[src/rtl/pc_next_unit_pkg.sv]
// pc_next_unit_pkg: branch-type encodings and shared defaults for PC sequencing
package pc_next_unit_pkg;

    typedef enum logic [2:0] {
        BR_NONE = 3'b000,
        BR_JUMP = 3'b001,
        BR_BEQ  = 3'b010,
        BR_BNE  = 3'b011,
        BR_CALL = 3'b100,
        BR_RET  = 3'b101
    } br_type_e;

    localparam int WORD_BYTES_DEF = 4;

endpackage

[src/rtl/pc_next_unit_ras_stack.sv]
// ras_stack: circular return-address stack with sticky overflow/underflow flags
module ras_stack #(
    parameter int RAS_DEPTH = 4,
    parameter int PC_W      = 32
) (
    input  logic                        clk_i,
    input  logic                        rst_ni,
    input  logic                        en_i,
    input  logic                        push_i,
    input  logic                        pop_i,
    input  logic [PC_W-1:0]             data_i,
    output logic [PC_W-1:0]             top_o,
    output logic [$clog2(RAS_DEPTH):0]  count_o,
    output logic                        ovf_o,
    output logic                        unf_o
);
    localparam int PW = $clog2(RAS_DEPTH);
    localparam logic [PW:0] FULL = (PW+1)'(RAS_DEPTH);

    logic [PC_W-1:0] mem_q [RAS_DEPTH];
    logic [PW-1:0]   ptr_q, ptr_d, top_idx;
    logic [PW:0]     cnt_q, cnt_d;
    logic            ovf_q, ovf_d, unf_q, unf_d;
    logic            empty, full, do_push, do_pop;

    assign empty   = cnt_q == '0;
    assign full    = cnt_q == FULL;
    assign do_push = en_i && push_i;
    assign do_pop  = en_i && pop_i && !empty;
    assign top_idx = ptr_q - 1'b1;
    assign top_o   = mem_q[top_idx];
    assign count_o = cnt_q;
    assign ovf_o   = ovf_q;
    assign unf_o   = unf_q;

    // A push when full still advances the pointer so the oldest entry is overwritten
    always_comb begin
        ptr_d = do_push ? ptr_q + 1'b1 : do_pop ? ptr_q - 1'b1 : ptr_q;
        cnt_d = (do_push && !full) ? cnt_q + 1'b1 : do_pop ? cnt_q - 1'b1 : cnt_q;
        ovf_d = ovf_q | (do_push && full);
        unf_d = unf_q | (en_i && pop_i && empty);
    end

    // Pointer, occupancy and sticky flags
    always_ff @(posedge clk_i) begin
        if (!rst_ni) begin
            ptr_q <= '0;
            cnt_q <= '0;
            ovf_q <= 1'b0;
            unf_q <= 1'b0;
        end else begin
            ptr_q <= ptr_d;
            cnt_q <= cnt_d;
            ovf_q <= ovf_d;
            unf_q <= unf_d;
        end
    end

    // Entry storage; contents are meaningless until counted valid, so no reset
    always_ff @(posedge clk_i) begin
        if (do_push) mem_q[ptr_q] <= data_i;
    end

endmodule

[src/rtl/pc_next_unit.sv]
// pc_next_unit: program counter register with branch/jump/call/return targeting and flush
module pc_next_unit
    import pc_next_unit_pkg::*;
#(
    parameter int              PC_W       = 32,
    parameter int              OFFSET_W   = 8,
    parameter int              WORD_BYTES = WORD_BYTES_DEF,
    parameter logic [PC_W-1:0] RESET_PC   = '0,
    parameter int              RAS_DEPTH  = 4
) (
    input  logic                        CLK,
    input  logic                        RESET,
    input  logic                        STALL,
    input  logic [2:0]                  BR_TYPE,
    input  logic                        ZERO,
    input  logic [OFFSET_W-1:0]         OFFSET,
    output logic [PC_W-1:0]             PC,
    output logic [PC_W-1:0]             PC_PLUS,
    output logic                        TAKEN,
    output logic                        FLUSH,
    output logic [$clog2(RAS_DEPTH):0]  RAS_COUNT,
    output logic                        RAS_OVF,
    output logic                        RAS_UNF
);
    logic [PC_W-1:0] pc_q, pc_d, off_ext, branch_tgt, ras_top;
    logic            flush_q, flush_d, taken, push, pop;

    assign off_ext    = {{(PC_W-OFFSET_W){OFFSET[OFFSET_W-1]}}, OFFSET};
    assign PC_PLUS    = pc_q + PC_W'(WORD_BYTES);
    assign branch_tgt = PC_PLUS + off_ext * PC_W'(WORD_BYTES);
    assign PC         = pc_q;
    assign TAKEN      = taken;
    assign FLUSH      = flush_q;

    // Decode the branch type into a redirect decision, RAS action and next PC
    always_comb begin
        taken = 1'b0;
        push  = 1'b0;
        pop   = 1'b0;
        case (BR_TYPE)
            BR_JUMP: taken = 1'b1;
            BR_BEQ:  taken = ZERO;
            BR_BNE:  taken = !ZERO;
            BR_CALL: begin
                taken = 1'b1;
                push  = 1'b1;
            end
            BR_RET: begin
                taken = RAS_COUNT != '0;
                pop   = 1'b1;
            end
            default: taken = 1'b0;
        endcase
        pc_d    = !taken ? PC_PLUS : (BR_TYPE == BR_RET) ? ras_top : branch_tgt;
        flush_d = !STALL && taken;
    end

    // PC commits only on non-stalled edges; flush follows a committed redirect
    always_ff @(posedge CLK) begin
        if (!RESET) begin
            pc_q    <= RESET_PC;
            flush_q <= 1'b0;
        end else begin
            pc_q    <= STALL ? pc_q : pc_d;
            flush_q <= flush_d;
        end
    end

    ras_stack #(
        .RAS_DEPTH (RAS_DEPTH),
        .PC_W      (PC_W)
    ) u_ras (
        .clk_i   (CLK),
        .rst_ni  (RESET),
        .en_i    (!STALL),
        .push_i  (push),
        .pop_i   (pop),
        .data_i  (PC_PLUS),
        .top_o   (ras_top),
        .count_o (RAS_COUNT),
        .ovf_o   (RAS_OVF),
        .unf_o   (RAS_UNF)
    );

endmodule

[config.mk]
export PLATFORM = sky130hd
export DESIGN_NAME = pc_next_unit
export DESIGN_NICKNAME = d
export VERILOG_FILES = /design/src/rtl/pc_next_unit_pkg.sv /design/src/rtl/pc_next_unit_ras_stack.sv /design/src/rtl/pc_next_unit.sv
export SDC_FILE = /design/constraint.sdc
export NUM_CORES = 1
export LEC_CHECK = 0
export ABC_AREA = 0
export CORE_MARGIN = 2
export CORE_UTILIZATION = 29
export DETAILED_ROUTE_END_ITERATION = 12
export PLACE_DENSITY = 0.54
export RECOVER_POWER = 25
export SLEW_MARGIN = 30
export SYNTH_ARGS = -nofsm -noshare
export SYNTH_HDL_FRONTEND = slang
export SYNTH_SLANG_ARGS = --single-unit
[constraint.sdc]
create_clock -name CLK -period 5.3 [get_ports CLK]
set_input_delay 1.06 -clock CLK [delete_from_list [all_inputs] [get_ports CLK]]
set_output_delay 1.06 -clock CLK [all_outputs]
set_load 0.02 [all_outputs]
# Word level (Yosys, flattened, before mapping)
# Memory sizes are Yosys's and may differ from the RTL's.
# Index checks and enable logic that the tools add are counted.
classes:
  add_sub_neg: 6
  eq_ne: 6
  n_mux: 11
  bitwise: 2
  n_reduce_logical: 16
op_table:
  columns: ["op", "count"]
  rows:
  - ["$mux W32", 2]
  - ["$add A32 B3 Y32 const B", 1]
  - ["$add A32 B32 Y32", 1]
  - ["$eq A3 B3 Y1 const B", 3]
  - ["$logic_and A1 B1 Y1", 7]
  - ["$eq A3 B2 Y1 const B", 2]
  - ["$mux W3", 2]
  - ["$logic_not A1 Y1", 4]
  - ["$mux W1", 4]
  - ["$mux W2", 2]
  - ["$pmux W1 S4", 1]
  - ["$reduce_bool A2 Y1", 2]
  - ["$add A3 B1 Y3 const B", 1]
  - ["$eq A3 B1 Y1 const B", 1]
  - ["$logic_not A3 Y1", 1]
  - ["$reduce_bool A3 Y1", 1]
  - ["$sub A3 B1 Y3 const B", 1]
  - ["$add A2 B1 Y2 const B", 1]
  - ["$or A1 B1 Y1", 2]
  - ["$reduce_or A2 Y1", 1]
  - ["$sub A2 B1 Y2 const B", 1]
totals:
  register_bits: 40
  mem_bits_rw: 128
  inputBits: 15
  output_inout_bits: 71
  n_memories: 1
mem_list:
  columns: ["name", "depth", "word_bits", "rd", "rd_clocked_by_memory_dff", "wr", "line", "rtl"]
  rows:
  - ["u_ras.mem_q", 4, 32, 1, 0, 1, "pc_next_unit_ras_stack.sv:20", "logic [PC_W-1:0] mem_q [RAS_DEPTH];"]

# Logic depth before layout (Yosys ltp)
depth:
  ltp_word: 6
  mapped_depth: 17
  ltp_nobuf: 15

# By module
# From an unflattened synthesis, not the netlist that was laid out.
unflattened:
  hier_cells: 801
  area_unflattened_um2: 9308.9
by_module_without_submodules:
  columns: ["module", "instances", "cells_each", "area_each_um2", "seq_area_each_um2"]
  rows:
  - ["ras_stack", 1, 224, 5156.2, 3983.8]
  - ["pc_next_unit", 1, 577, 4152.7, 660.6]

# Least setup slack after synthesis
# Ideal clock, no wire load.
synth_path:
  kind: "reg-to-reg"
  startpoint: "register pc_q[2], in the netlist PC[2]"
  endpoint: "register pc_q[31], in the netlist PC[31]"
  arrival_ps: 4052
  slack_ps: 1126
  stages_incl_launch_ff: 18
  path_buffers: 2
  synth_period_minus_slack_ps: 4174
  path_cell_list: "dfxtp_1 > ha_1 > and4_1 > buf_2 > nand3_1 > nor2_1 > nand2_1 > xnor2_1 > ha_1 > clkbuf_1 > a21o_1 > a21o_1 > a21oi_1 > o21ai_0 > or2_2 > o211ai_1 > nor2_1 > a221o_1"
synth_via:
  elab_chain_cells: 4
synth_lines:
  columns: ["item", "line", "rtl"]
  rows:
  - ["from (decl)", "pc_next_unit.sv:25", "logic [PC_W-1:0] pc_q, pc_d, off_ext, branch_tgt, ras_top;"]
  - ["from (signal assigned)", "pc_next_unit.sv:64", "pc_q <= STALL ? pc_q : pc_d;"]
  - ["$add A32 B3 Y32", "pc_next_unit.sv:29", "assign PC_PLUS = pc_q + PC_W'(WORD_BYTES);"]
  - ["via PC_PLUS[22]", "pc_next_unit.sv:18", "output logic [PC_W-1:0] PC_PLUS,"]
  - ["$add A32 B32 Y32", "pc_next_unit.sv:30", "assign branch_tgt = PC_PLUS + off_ext * PC_W'(WORD_BYTES);"]
  - ["$mux W32 (2 in a row)", "pc_next_unit.sv:54", "pc_d = !taken ? PC_PLUS : (BR_TYPE == BR_RET) ? ras_top : branch_tgt;"]
# The timed path passes the listed nets, and every way through them passes these cells.
# A chain may end at the register's enable or synchronous reset.

# Final worst setup path
layout_path:
  startpoint: "register pc_q[2], in the netlist PC[2]"
  endpoint: "output port PC_PLUS[24]"
layout_via:
  elab_chain_cells: 1
layout_lines:
  columns: ["item", "line"]
  rows:
  - ["$add A32 B3 Y32", "pc_next_unit.sv:29"]
  - ["to (decl)", "pc_next_unit.sv:18"]
# No other way between the ends.

==> flow_metrics.py <==
metrics = {
    "setup_path": {
        "worstPathMaxFanout": 8,
        "crit_arrival_ns": 3.64,
        "startpoint_type": "register",
        "critPathKind": "register to primary output",
        "endpoint_type_of_the_worst_setup_path": "primary output",
        "timing.critical_path.required_ns": 4.24,
    },
    "finish": {
        "filler_cell_count_in_the_final_layout": 3130,
        "area_delta_synth_final_pct": 21.2,
        "num-nets-final": 946,
        "layout.area.seq_um2": 4650,
        "post_route_cells_drive_above_1_share": 0.114,
        "multiInputGateArea_um2": 4320,
        "diodes": 0,
    },
    "placed_design": {
        "dpl_worst_slack_ns": 0.761,
        "place_congestion": 0.886,
        "place.port_buffers": 85,
        "dpl.hpwl_um": 18400,
    },
    "clock_network": {
        "cts_setup_buffers": 0,
        "clock-sinks": 168,
        "cts-resized-gates": 0,
        "cts.htree.levels": 4,
        "cts_hold_buf": 0,
        "worst_setup_hold_path_clk_slew_ns": 0.07,
        "clock_tree_from_tritoncts": "built",
        "ctsLongestPathBuffers": 2,
        "clock_latency_ns": 0.43,
        "cts_buffers": 17,
        "master_cell_of_the_clock_root_buffer": "clkbuf_16",
    },
    "timing": {
        "rsz0062_at_grt": "no",
        "layout_worst_path_cycle_share": 0.887,
        "fin_worst_skew_ns": 0.00954,
        "achievable_clock_frequency_mhz": 213,
        "timing.max_slew.rel_slack": 0.233,
        "finalCriticalPeriod_ns": 4.70,
        "final_hold_vios": 0,
        "tns_ns": 0,
        "finalWorstSetupSlack_ns": 0.597,
        "tightest_slew_ns": 1.15,
        "final-max-slew-violation-count": 0,
        "finalSetupViolations": 0,
    },
    "global_routing": {
        "grt_met2_usage": 0.262,
        "global_route.overflow_total": 0,
        "grt_max_degree": 52,
        "wire_length_of_the_first_global_routing_pass_um": 41600,
        "number_of_global_route_vias_before_repair": 6756,
        "grt.met3_usage": 0.0299,
        "antenna_found_initial": 1,
        "globalRouteTotalUtil": 0.165,
        "grt_use_met1": 0.230,
        "global_route.peak_usage_layer": "met2",
    },
    "outcome": {
        "status": "finished clean",
    },
    "floorplan": {
        "design.core.area_um2": 31400,
        "floorplan.initialDensity": 0.294,
        "chipHeight_um": 182,
        "num_rows": 65,
        "die-width_um": 182,
        "io_pins": 86,
        "dieArea_um2": 33200,
    },
    "logic_synthesis": {
        "synth-edff-count": 128,
        "syn_nets": 857,
        "dominantRegCellSynth": "edfxtp_1",
        "synth_cell_types": 70,
        "syn_avg_cell_area_um2": 11.5,
        "yosysWarnings": 0,
        "synthesis.area_um2": 9220,
        "postSynthRegisterBits": 168,
        "synth-seq-area-share": 0.504,
        "postSynth.asyncResetShare": 0,
        "postSynthCellCount": 800,
    },
    "power_and_ir_drop": {
        "p_leak_uw": 0.00388,
        "ir_worst_vdd_uv": 187,
        "power-per-cell-area_nw_per_um2": 316,
    },
    "routing": {
        "drt_drc_violations_left": 0,
        "detail_route.iter0.violations": 499,
        "num_vias": 6974,
        "route.detailed.vias_per_inst": 5.35,
        "number_of_routed_nets_with_antenna_violations": 0,
        "total_wirelength_of_the_detailed_routed_design_um": 27100,
        "drt-pass1-iter-count": 5,
        "wl_per_cell_um": 20.8,
    },
    "worst_hold_path": {
        "holdCritPathClass": "register to register",
    },
    "job": {
        "drv_cap": 0,
    },
}
-- critical path, stage by stage (launching register included) --
cell and delay, ns:
dfxtp_1 0.47, ha_1 0.29, and4_1 0.43, nand3_1 0.30, nor2_1 0.34, nand4_1 0.22
xnor2_1 0.47, clkdlybuf4s50_1 0.71
-- kinds of logic after synthesis --
kind of cell	Yosys count	synth area share
AND/OR/NAND/NOR	247	0.142
AO/OA/AOI/OAI	205	0.142
multiplexers	35	0.0814
flip-flops	168	0.504
adder cells (fa/ha/maj)	42	0.0586
XOR/XNOR	45	0.0448
buffers and inverters	58	0.0265
-- cells in the final DEF (no fill, tap or decap), types with 12 or more instances in the layout --
cell type / n
ha_1: 40
mux4_2: 32
clkbuf_16: 17
a31oi_1: 12
nand4_1: 12
edfxtp_1: 128
o21ai_0: 48
dfxtp_1: 39
a21oi_1: 47
xnor2_1: 30
clkdlybuf4s50_1: 81
buf_4: 21
nand2_1: 76
a21o_1: 16
o211ai_1: 15
xor2_1: 15
nand3_1: 32
nor3_1: 17
nor2_1: 38
inv_1: 14
-- stage by stage --
| step | instance area, µm² | utilization | hold slack, ns | power, µW | instances |
|---|---|---|---|---|---|
| after global routing | 11200 | 0.356 | 0.513 | 3670 | 1304 |
| after CTS | 11200 | 0.358 | 0.496 | 3560 | 1304 |
| after detailed placement | 10600 | 0.338 | 0.481 | 2240 | 1272 |
| final | 11200 | 0.356 | 0.487 | 3530 | 1304 |
| after global placement | 10600 | 0.338 | 0.482 | 2240 | 1272 |
| after floorplan | 9220 | - | 0.564 | 1970 | 800 |
-- synthesized netlist by cell type, types with 3 or more instances --
cell type,instances,share of area
a211oi_1,5,0.0041
nor3_1,17,0.0092
nor4b_1,5,0.0047
mux4_2,32,0.078
buf_2,9,0.0049
a21o_1,16,0.013
o31ai_1,7,0.0057
edfxtp_1,128,0.42
o21a_1,9,0.0073
or3_1,6,0.0041
o22ai_1,5,0.0034
ha_1,40,0.054
and2_1,15,0.010
nand3b_1,5,0.0041
a31oi_1,12,0.0081
a21oi_1,47,0.026
nand2b_1,3,0.0020
clkbuf_1,27,0.011
o21ai_0,48,0.026
inv_1,15,0.0061
nand2_1,76,0.031
dfxtp_1,40,0.087
nor2_1,38,0.015
o211ai_1,15,0.012
o21bai_1,5,0.0041
and4_4,3,0.0037
a211o_1,3,0.0029
o21ai_1,3,0.0016
mux2i_1,3,0.0033
nor2b_1,9,0.0061
or2_2,3,0.0020
nor3b_1,3,0.0024
buf_1,3,0.0012
and3_1,4,0.0027
nand4_1,12,0.0081
a22oi_1,4,0.0033
buf_4,4,0.0033
xor2_1,14,0.013
xnor2_1,30,0.028
and4_1,3,0.0029
a21boi_0,5,0.0041
nand3_1,31,0.017
-- metal layers --
layer | routed length [µm] | share of wire
met3 | 1320 | 0.049
met1 | 12700 | 0.47
met2 | 12600 | 0.46
met5 | 20 | 0.00074
met4 | 506 | 0.019
-- state kept, by name, summed over array words and instances, names as in the netlist --
register       cells
FLUSH              1
PC                32
u_ras.count_o      3
u_ras.mem_q      128
u_ras.ovf_o        1
u_ras.ptr_q        2
u_ras.unf_o        1
-- power by group --
group | internal (µW) | total (µW) | switching (µW)
clock | 762 | 1320 | 558
combinational | 287 | 699 | 413
sequential | 1460 | 1510 | 50.4
-- area by class of cell --
| class | count | area share |
|---|---|---|
| Clock buffer | 20 | 0.0400 |
| Clock inverter | 12 | 0.0148 |
| Inverter | 15 | 0.00504 |
| Multi-Input combinational cell | 574 | 0.387 |
| Sequential cell | 168 | 0.416 |
| Tap cell | 402 | 0.0450 |
| Timing Repair Buffer | 113 | 0.0926 |
-- final timing paths --
check / start / end / slack (ns) / cells past startpoint
setup reg to reg: PC[2] / PC[31] / 0.73 / 15
hold / removal: u_ras.ovf_o / u_ras.ovf_o / 0.49 / 2
setup / recovery: PC[2] / PC_PLUS[24] / 0.60 / 7
hold reg to reg: u_ras.ovf_o / u_ras.ovf_o / 0.49 / 2
No activity file was read; power rests on OpenSTA's default activity.
